===== config.mk =====
export PLATFORM = sky130hd
export DESIGN_NAME = mem_split_unit
export DESIGN_NICKNAME = d
export VERILOG_FILES = /design/src/rtl/mem_split_unit.sv
export SDC_FILE = /design/constraint.sdc
export NUM_CORES = 1
export LEC_CHECK = 0
export BUFFER_PORTS_ARGS = -buffer_cell sky130_fd_sc_hd__clkbuf_2
export CAP_MARGIN = 20
export CELL_PAD_IN_SITES_DETAIL_PLACEMENT = 1
export CELL_PAD_IN_SITES_GLOBAL_PLACEMENT = 1
export CORE_MARGIN = 2
export CORE_UTILIZATION = 40
export DETAILED_ROUTE_END_ITERATION = 16
export PLACE_DENSITY_LB_ADDON = 0.1
export SETUP_SLACK_MARGIN = 0.05
export SLEW_MARGIN = 20
export SYNTH_ARGS = -nofsm -noshare
export SYNTH_HDL_FRONTEND = slang
export SYNTH_SLANG_ARGS = --single-unit

===== constraint.sdc =====
create_clock -name clk -period 3.14 [get_ports clk]
set_input_delay 0.314 -clock clk [delete_from_list [all_inputs] [get_ports clk]]
set_output_delay 0.314 -clock clk [all_outputs]
set_load 0.02 [all_outputs]

===== src/rtl/mem_split_unit.sv =====
`default_nettype none
// ============================================================================
// Module      : mem_split_unit
// Description : MEM-stage splitter. A halfword or word access that crosses a
//               32-bit boundary becomes two RAM accesses, and the two load
//               halves are merged before DataExt.
// Revision    : 1.0 - initial release
// ============================================================================
module mem_split_unit #(
   parameter int SPLIT_EN = 1,
   parameter int CNT_W    = 32
) (
   input  logic             clk,
   input  logic             rst_n,
   input  logic             MemReqM,
   input  logic             MemWriteM,
   input  logic [1:0]       SizeM,
   input  logic [31:0]      AddrM,
   input  logic [31:0]      StoreDataM,
   output logic [31:0]      A,
   output logic [31:0]      WD,
   output logic [3:0]       WE,
   input  logic [31:0]      RD,
   output logic [31:0]      LoadDataW,
   output logic             StallM,
   output logic             BubbleW,
   output logic             MisalignExcM,
   output logic [CNT_W-1:0] SplitCount
);

   localparam bit c_SPLIT = (SPLIT_EN != 0);

   typedef enum logic [0:0] {
      IDLE   = 1'b0,
      SECOND = 1'b1
   } state_t;

   state_t r_state, w_next_state;

   logic [31:0]      r_addr;
   logic [31:0]      r_data;
   logic [2:0]       r_m;
   logic             r_write;
   logic             r_word;
   logic             r_merge_pend;
   logic [1:0]       r_merge_k;
   logic             r_merge_word;
   logic [31:0]      r_lo_hold;
   logic [CNT_W-1:0] r_split_count;

   logic [1:0]  w_off;
   logic        w_is_word;
   logic        w_is_half;
   logic [2:0]  w_nbytes;
   logic [2:0]  w_k;
   logic [2:0]  w_m;
   logic        w_cross;
   logic [1:0]  w_sec_k;
   logic [31:0] w_merged;

   function automatic logic [3:0] f_mask(input logic [2:0] nb);
      case (nb)
         3'd0:    return 4'b0000;
         3'd1:    return 4'b0001;
         3'd2:    return 4'b0011;
         3'd3:    return 4'b0111;
         default: return 4'b1111;
      endcase
   endfunction

   assign w_off     = AddrM[1:0];
   assign w_is_word = SizeM[1];
   assign w_is_half = (SizeM == 2'b01);
   assign w_nbytes  = w_is_word ? 3'd4 : (w_is_half ? 3'd2 : 3'd1);
   assign w_k       = 3'd4 - {1'b0, w_off};
   assign w_m       = w_nbytes - w_k;
   assign w_cross   = MemReqM & ((w_is_half & (w_off == 2'b11)) |
                                 (w_is_word & (w_off != 2'b00)));

   // First-part byte count of the latched access; never 4 once a split is open
   assign w_sec_k   = 2'd0 - r_addr[1:0];

   always_comb begin
      w_merged = (RD << {r_merge_k, 3'b000}) | r_lo_hold;
      if (!r_merge_word) begin
         w_merged[31:16] = 16'h0000;
      end
   end

   assign LoadDataW  = r_merge_pend ? w_merged : RD;
   assign SplitCount = r_split_count;

   // Outputs are gated by rst_n so a request held during reset never reaches the RAM
   always_comb begin
      w_next_state = r_state;
      A            = AddrM;
      WD           = StoreDataM;
      WE           = 4'b0000;
      StallM       = 1'b0;
      BubbleW      = 1'b0;
      MisalignExcM = 1'b0;
      if (!rst_n) begin
         w_next_state = IDLE;
      end else begin
         case (r_state)
            IDLE: begin
               if (w_cross) begin
                  if (c_SPLIT) begin
                     WE           = MemWriteM ? f_mask(w_k) : 4'b0000;
                     StallM       = 1'b1;
                     BubbleW      = 1'b1;
                     w_next_state = SECOND;
                  end else begin
                     MisalignExcM = 1'b1;
                  end
               end else if (MemReqM && MemWriteM) begin
                  WE = f_mask(w_nbytes);
               end
            end
            SECOND: begin
               A            = {r_addr[31:2] + 30'd1, 2'b00};
               WD           = r_data >> {w_sec_k, 3'b000};
               WE           = r_write ? f_mask(r_m) : 4'b0000;
               w_next_state = IDLE;
            end
            default: w_next_state = IDLE;
         endcase
      end
   end

   always_ff @(posedge clk or negedge rst_n) begin
      if (!rst_n) begin
         r_state       <= IDLE;
         r_addr        <= 32'h0;
         r_data        <= 32'h0;
         r_m           <= 3'd0;
         r_write       <= 1'b0;
         r_word        <= 1'b0;
         r_merge_pend  <= 1'b0;
         r_merge_k     <= 2'd0;
         r_merge_word  <= 1'b0;
         r_lo_hold     <= 32'h0;
         r_split_count <= '0;
      end else begin
         r_state      <= w_next_state;
         r_merge_pend <= 1'b0;
         if ((r_state == IDLE) && w_cross && c_SPLIT) begin
            r_addr  <= AddrM;
            r_data  <= StoreDataM;
            r_m     <= w_m;
            r_write <= MemWriteM;
            r_word  <= w_is_word;
         end
         if (r_state == SECOND) begin
            r_split_count <= r_split_count + CNT_W'(1);
            if (!r_write) begin
               // RD carries the first word now; the second word arrives next cycle
               r_lo_hold    <= RD >> {r_addr[1:0], 3'b000};
               r_merge_pend <= 1'b1;
               r_merge_k    <= w_sec_k;
               r_merge_word <= r_word;
            end
         end
      end
   end

endmodule
`default_nettype wire


## Word level (Yosys, flattened, before mapping)

Index checks and enable logic that the tools add are counted.

- Register bits after elaboration: 138
- Bits of input ports: 102
- Output and inout bits: 135
- Logic and storage cells: 68

- $add $sub $neg: 5
- Eq/ne operators: 11
- Shift operators: 3
- Muxes and demuxes: 24
- Bitwise operators: 7
- Reduce and logical (&&, ||, !) cells: 7

Operators with widths:

| operator | count |
|---|---|
| 32-bit two-way mux | 5 |
| 32-bit by 5-bit >> shifter with 32-bit output | 2 |
| 4-bit one-hot mux with 4 select lines | 3 |
| 32-bit by 1-bit adder with 32-bit output (second input constant) | 1 |
| 32-bit OR | 1 |
| 32-bit by 5-bit left shift with 32-bit output | 1 |
| 30-bit by 1-bit adder with 30-bit output (second input constant) | 1 |
| 4-bit two-way mux | 5 |
| 3-bit by 2-bit == test with 1-bit output (second input constant) | 6 |
| 16-bit two-way mux | 1 |
| 3-bit by 1-bit == test with 1-bit output (second input constant) | 3 |
| 3-bit logical NOT | 3 |
| 4-bit one-hot mux with 2 select lines | 1 |
| 1-bit two-way mux | 6 |
| 1-bit bitwise AND | 3 |
| 3-bit two-way mux | 1 |
| 3-bit by 2-bit subtractor with 3-bit output (first input constant) | 1 |
| 3-bit subtractor | 1 |
| 2-bit by 1-bit == test with 1-bit output (second input constant) | 1 |
| 2-bit == test (second input constant) | 1 |
| 1-bit logical AND | 2 |
| 2-bit two-way mux | 1 |
| 1-bit inverter | 2 |
| 1-bit one-hot mux with 2 select lines | 1 |
| 4 further kinds | 4 |

## Logic depth before layout (Yosys ltp)

- Word-level depth: 9
- Depth in mapped cells: 9
- Gate-level depth less buffers: 8

## Least setup slack after synthesis

OpenSTA, ideal clock, no wires.

- Kind: reg-to-output
- Start point: register r_addr[2]
- End point: output A[24]
- Arrival: 2.272 ns
- Data required time: 2.826 ns
- Path slack: 0.554 ns
- Cell stages (with the launch flop): 7
- Buffers on the path: 1
- Cells stage by stage: dfrtp_1 -> ha_1 -> nand3_2 -> or4_1 -> buf_2 -> or4_1 -> a31oi_1

- Longest elaborated chain between the ends: 3

RTL lines:

| item | RTL line | RTL |
|---|---|---|
| from (decl) | 40 | `logic [31:0] r_addr;` |
| from (signal assigned) | 148 | `r_addr <= AddrM;` |
| 30-bit by 1-bit adder with 30-bit output | 121 | `A = {r_addr[31:2] + 30'd1, 2'b00};` |
| 32-bit two-way mux | 105 | `case (r_state)` |
| 32-bit two-way mux | 102 | `if (!rst_n) begin` |
| to (decl) | 20 | `output logic [31:0] A,` |

Every way passes these cells.

## Worst setup path after layout

Same ends and word-level chain as after synthesis.

==> flow_summary.toml <==
[floorplanning]
rows = 53
coreArea_sq_um = 21000
pin_count = 237
start_util_pct = 40.7
die_y_microns = 150
die_area_sq_um = 22600
die_x_microns = 150

[setup_path]
worstSetupStartpointType = "register"
endpoint_kind = "output port"
crit_start = "r_addr[2]"
cp.arrival_ps = 2690
crit_fanout = 8
timing.rr.start = "r_addr[0]"
crit_chain = "ha_4, nand3_4, or4_4, or4_1, a31oi_1, clkbuf_2"
critPathSlowestCell = "or4_4"
crit_family = "simple AND/OR/NAND/NOR gates"
critPathBufInv = 1
cpPeakStageDelay_ps = 630
required_ps = 2830
path_class = "reg2out"

[synth]
async_flop_share_pct = 100
yosysSeqAreaShare_pct = 40.4
syn_nets = 1003
yosysUniqueCellTypes = 50
synth_edf_count = 0
synth_top_area_share_pct = 40.4
yosys-top-cells-area = "dfrtp_1 (40%), mux2_2 (11%), mux2i_1 (4.7%), nand2_1 (4.1%), o21ai_0 (3.4%)"
netlist_instances = 891
synth_seq_cells = 138
synth_ff_type = "dfrtp_1"
yosys.area.top_type = "dfrtp_1"
yosysMostFrequentCell = "dfrtp_1"
synth.cell_area_sq_um = 8550
syn_avg_cell_area_sq_um = 9.59
synthTopCellsByCount = "dfrtp_1 (138), nand2_1 (93), mux2_2 (84), nor2_1 (59), o21ai_0 (58)"
ys_warn_count = 0

[placement]
gp_congestion = 0.796
place_area_sq_um = 10000
io_buffer_count = 235
place_hpwl_microns = 18500
dp_cells = 1363

[outcome]
status = "finished, final reports clean"

[clocking]
cts_tree = "yes"
cts_root_buf = "clkbuf_16"
cts_made_buffers = 17
clockBufferDepth = 2
clock_latency_ps = 420
clkTransAtPathRegs_ps = 70
htree_num_levels = 4
clock_sinks = 138

[global_routing]
grt_pass1_wl_microns = 40700
grt_max_degree = 68
grtUsageTotal_pct = 22.7
grt_antenna_before_repair = 0
grt_overflow = 0
grt_pass1_vias = 7678

[final_layout]
post_route_cells_drive_above_1_share_pct = 35.9
n_antenna_cell = 0
fin_cells = 1399
area.sequential_sq_um = 3460
fillers = 2489
post-route-cell-area_sq_um = 10700
multi_input_area_sq_um = 4760
nNetsFinal = 1223
area_growth_pct = 25.1

[routing]
viasPerCell = 5.46
wirelength_microns = 25500
top_layer = "met4"
vias = 7642
wl_per_cell_microns = 18.2
drtIter0Drc = 294
first_pass_iters = 4
drt_drc_violations_left = 0
dr_wl_met3_microns = 1130
antenna_left = 0
wl_met1_microns = 12000
met2_wirelength_microns = 12200

[power]
p_leak_uw = 0.00502
ir_drop_uv = 343
powerDensity_nw_per_um2 = 605

[hold_path]
hp-start = "StoreDataM[28]"
min_path_type = "in2reg"

[sta]
max_clock_freq_mhz = 332
drv_slew = 0
period_minus_slack_ps = 3010
relSlewSlack_pct = 42.3
finalSetupViolCount = 0
min_period_over_period_pct = 95.8
fin_setup_tns_ps = 0
hold_viol_final = 0
rsz0062_at_grt = "false"
worst_pin_slew_ps = 865
skew_ps = 12.0

[run]
maxCapViolations = 0
-- layer usage --
layer | up-vias | track usage, %
li1 | 3669 | -
met1 | 3791 | 31.2
met4 | 0 | 4.76
met3 | 16 | 4.42
met5 | - | 0
met2 | 166 | 37.4
-- what timing repair did --
item,CTS,global route
gates resized for setup,2,8
buffers inserted,0,3
hold endpoints to repair,23,0
setup endpoints to repair,10,6
gates cloned,0,0
hold buffers,1,0
pin swaps,1,2
-- power by group --
part / switching, uW / internal, uW / total, uW
Combinational: 919 / 859 / 1780
Sequential: 441 / 2150 / 2590
Clock: 895 / 1210 / 2100
-- final timing paths --
check	slack, ps	end	cells after the start
setup / recovery	130	A[24]	6
hold / removal	140	r_data[28]	2
setup reg to reg	1070	r_lo_hold[2]	5
hold reg to reg	480	SplitCount[31]	1
max in group asynchronous	960	r_lo_hold[6]	4
min in group asynchronous	390	r_m[2]	2
-- sequential cells by signal (all words and copies together) (netlist names) --
signal and count:
SplitCount 32, r_addr 32, r_data 32, r_lo_hold 32, r_m 3, r_merge_k 2, r_merge_pend 1, r_merge_word 1
r_state 1, r_word 1, r_write 1
-- logic make-up after synthesis --
| kind of cell | synth area share (%) |
|---|---|
| AO/OA/AOI/OAI | 15.3 |
| XOR/XNOR | 4.71 |
| adder cells (fa/ha/maj) | 1.55 |
| buffers and inverters | 4.39 |
| flip-flops | 40.4 |
| multiplexers | 17.9 |
| other | 0.0439 |
| AND/OR/NAND/NOR | 15.7 |
-- layout by cell type, fill, tap and decap left out, drive strengths merged, types with 10 or more instances in the layout --
cell type	instances
mux2i	40
nor3	11
xor2	13
clkbuf	249
nand4	22
dfrtp	138
a211oi	16
o21ai	59
or4	13
a22o	32
nand3	19
xnor2	33
inv	41
a21oi	21
nor2b	12
nor2	59
nand2	93
mux2	84
o211ai	10
buf	32
a31oi	22
-- through the flow --
stage	util [%]	hold slack [ps]	power, uW	setup WS, ps
2_1_floorplan	-	18.4	3760	554
3_3_place_gp	47.7	197	4340	338
3_5_place_dp	47.7	203	4390	273
4_1_cts	50.7	119	6520	102
5_1_grt	50.9	126	6850	30.8
6_report	50.9	136	6470	132
-- final cells by class --
cell class | count | area share, %
Tap cell | 275 | 3.22
Sequential cell | 138 | 32.3
Timing Repair Buffer | 265 | 13.2
Clock buffer | 17 | 3.98
Inverter | 31 | 1.09
Multi-Input combinational cell | 658 | 44.5
Clock inverter | 15 | 1.67
(Power assumes the default switching activity.)
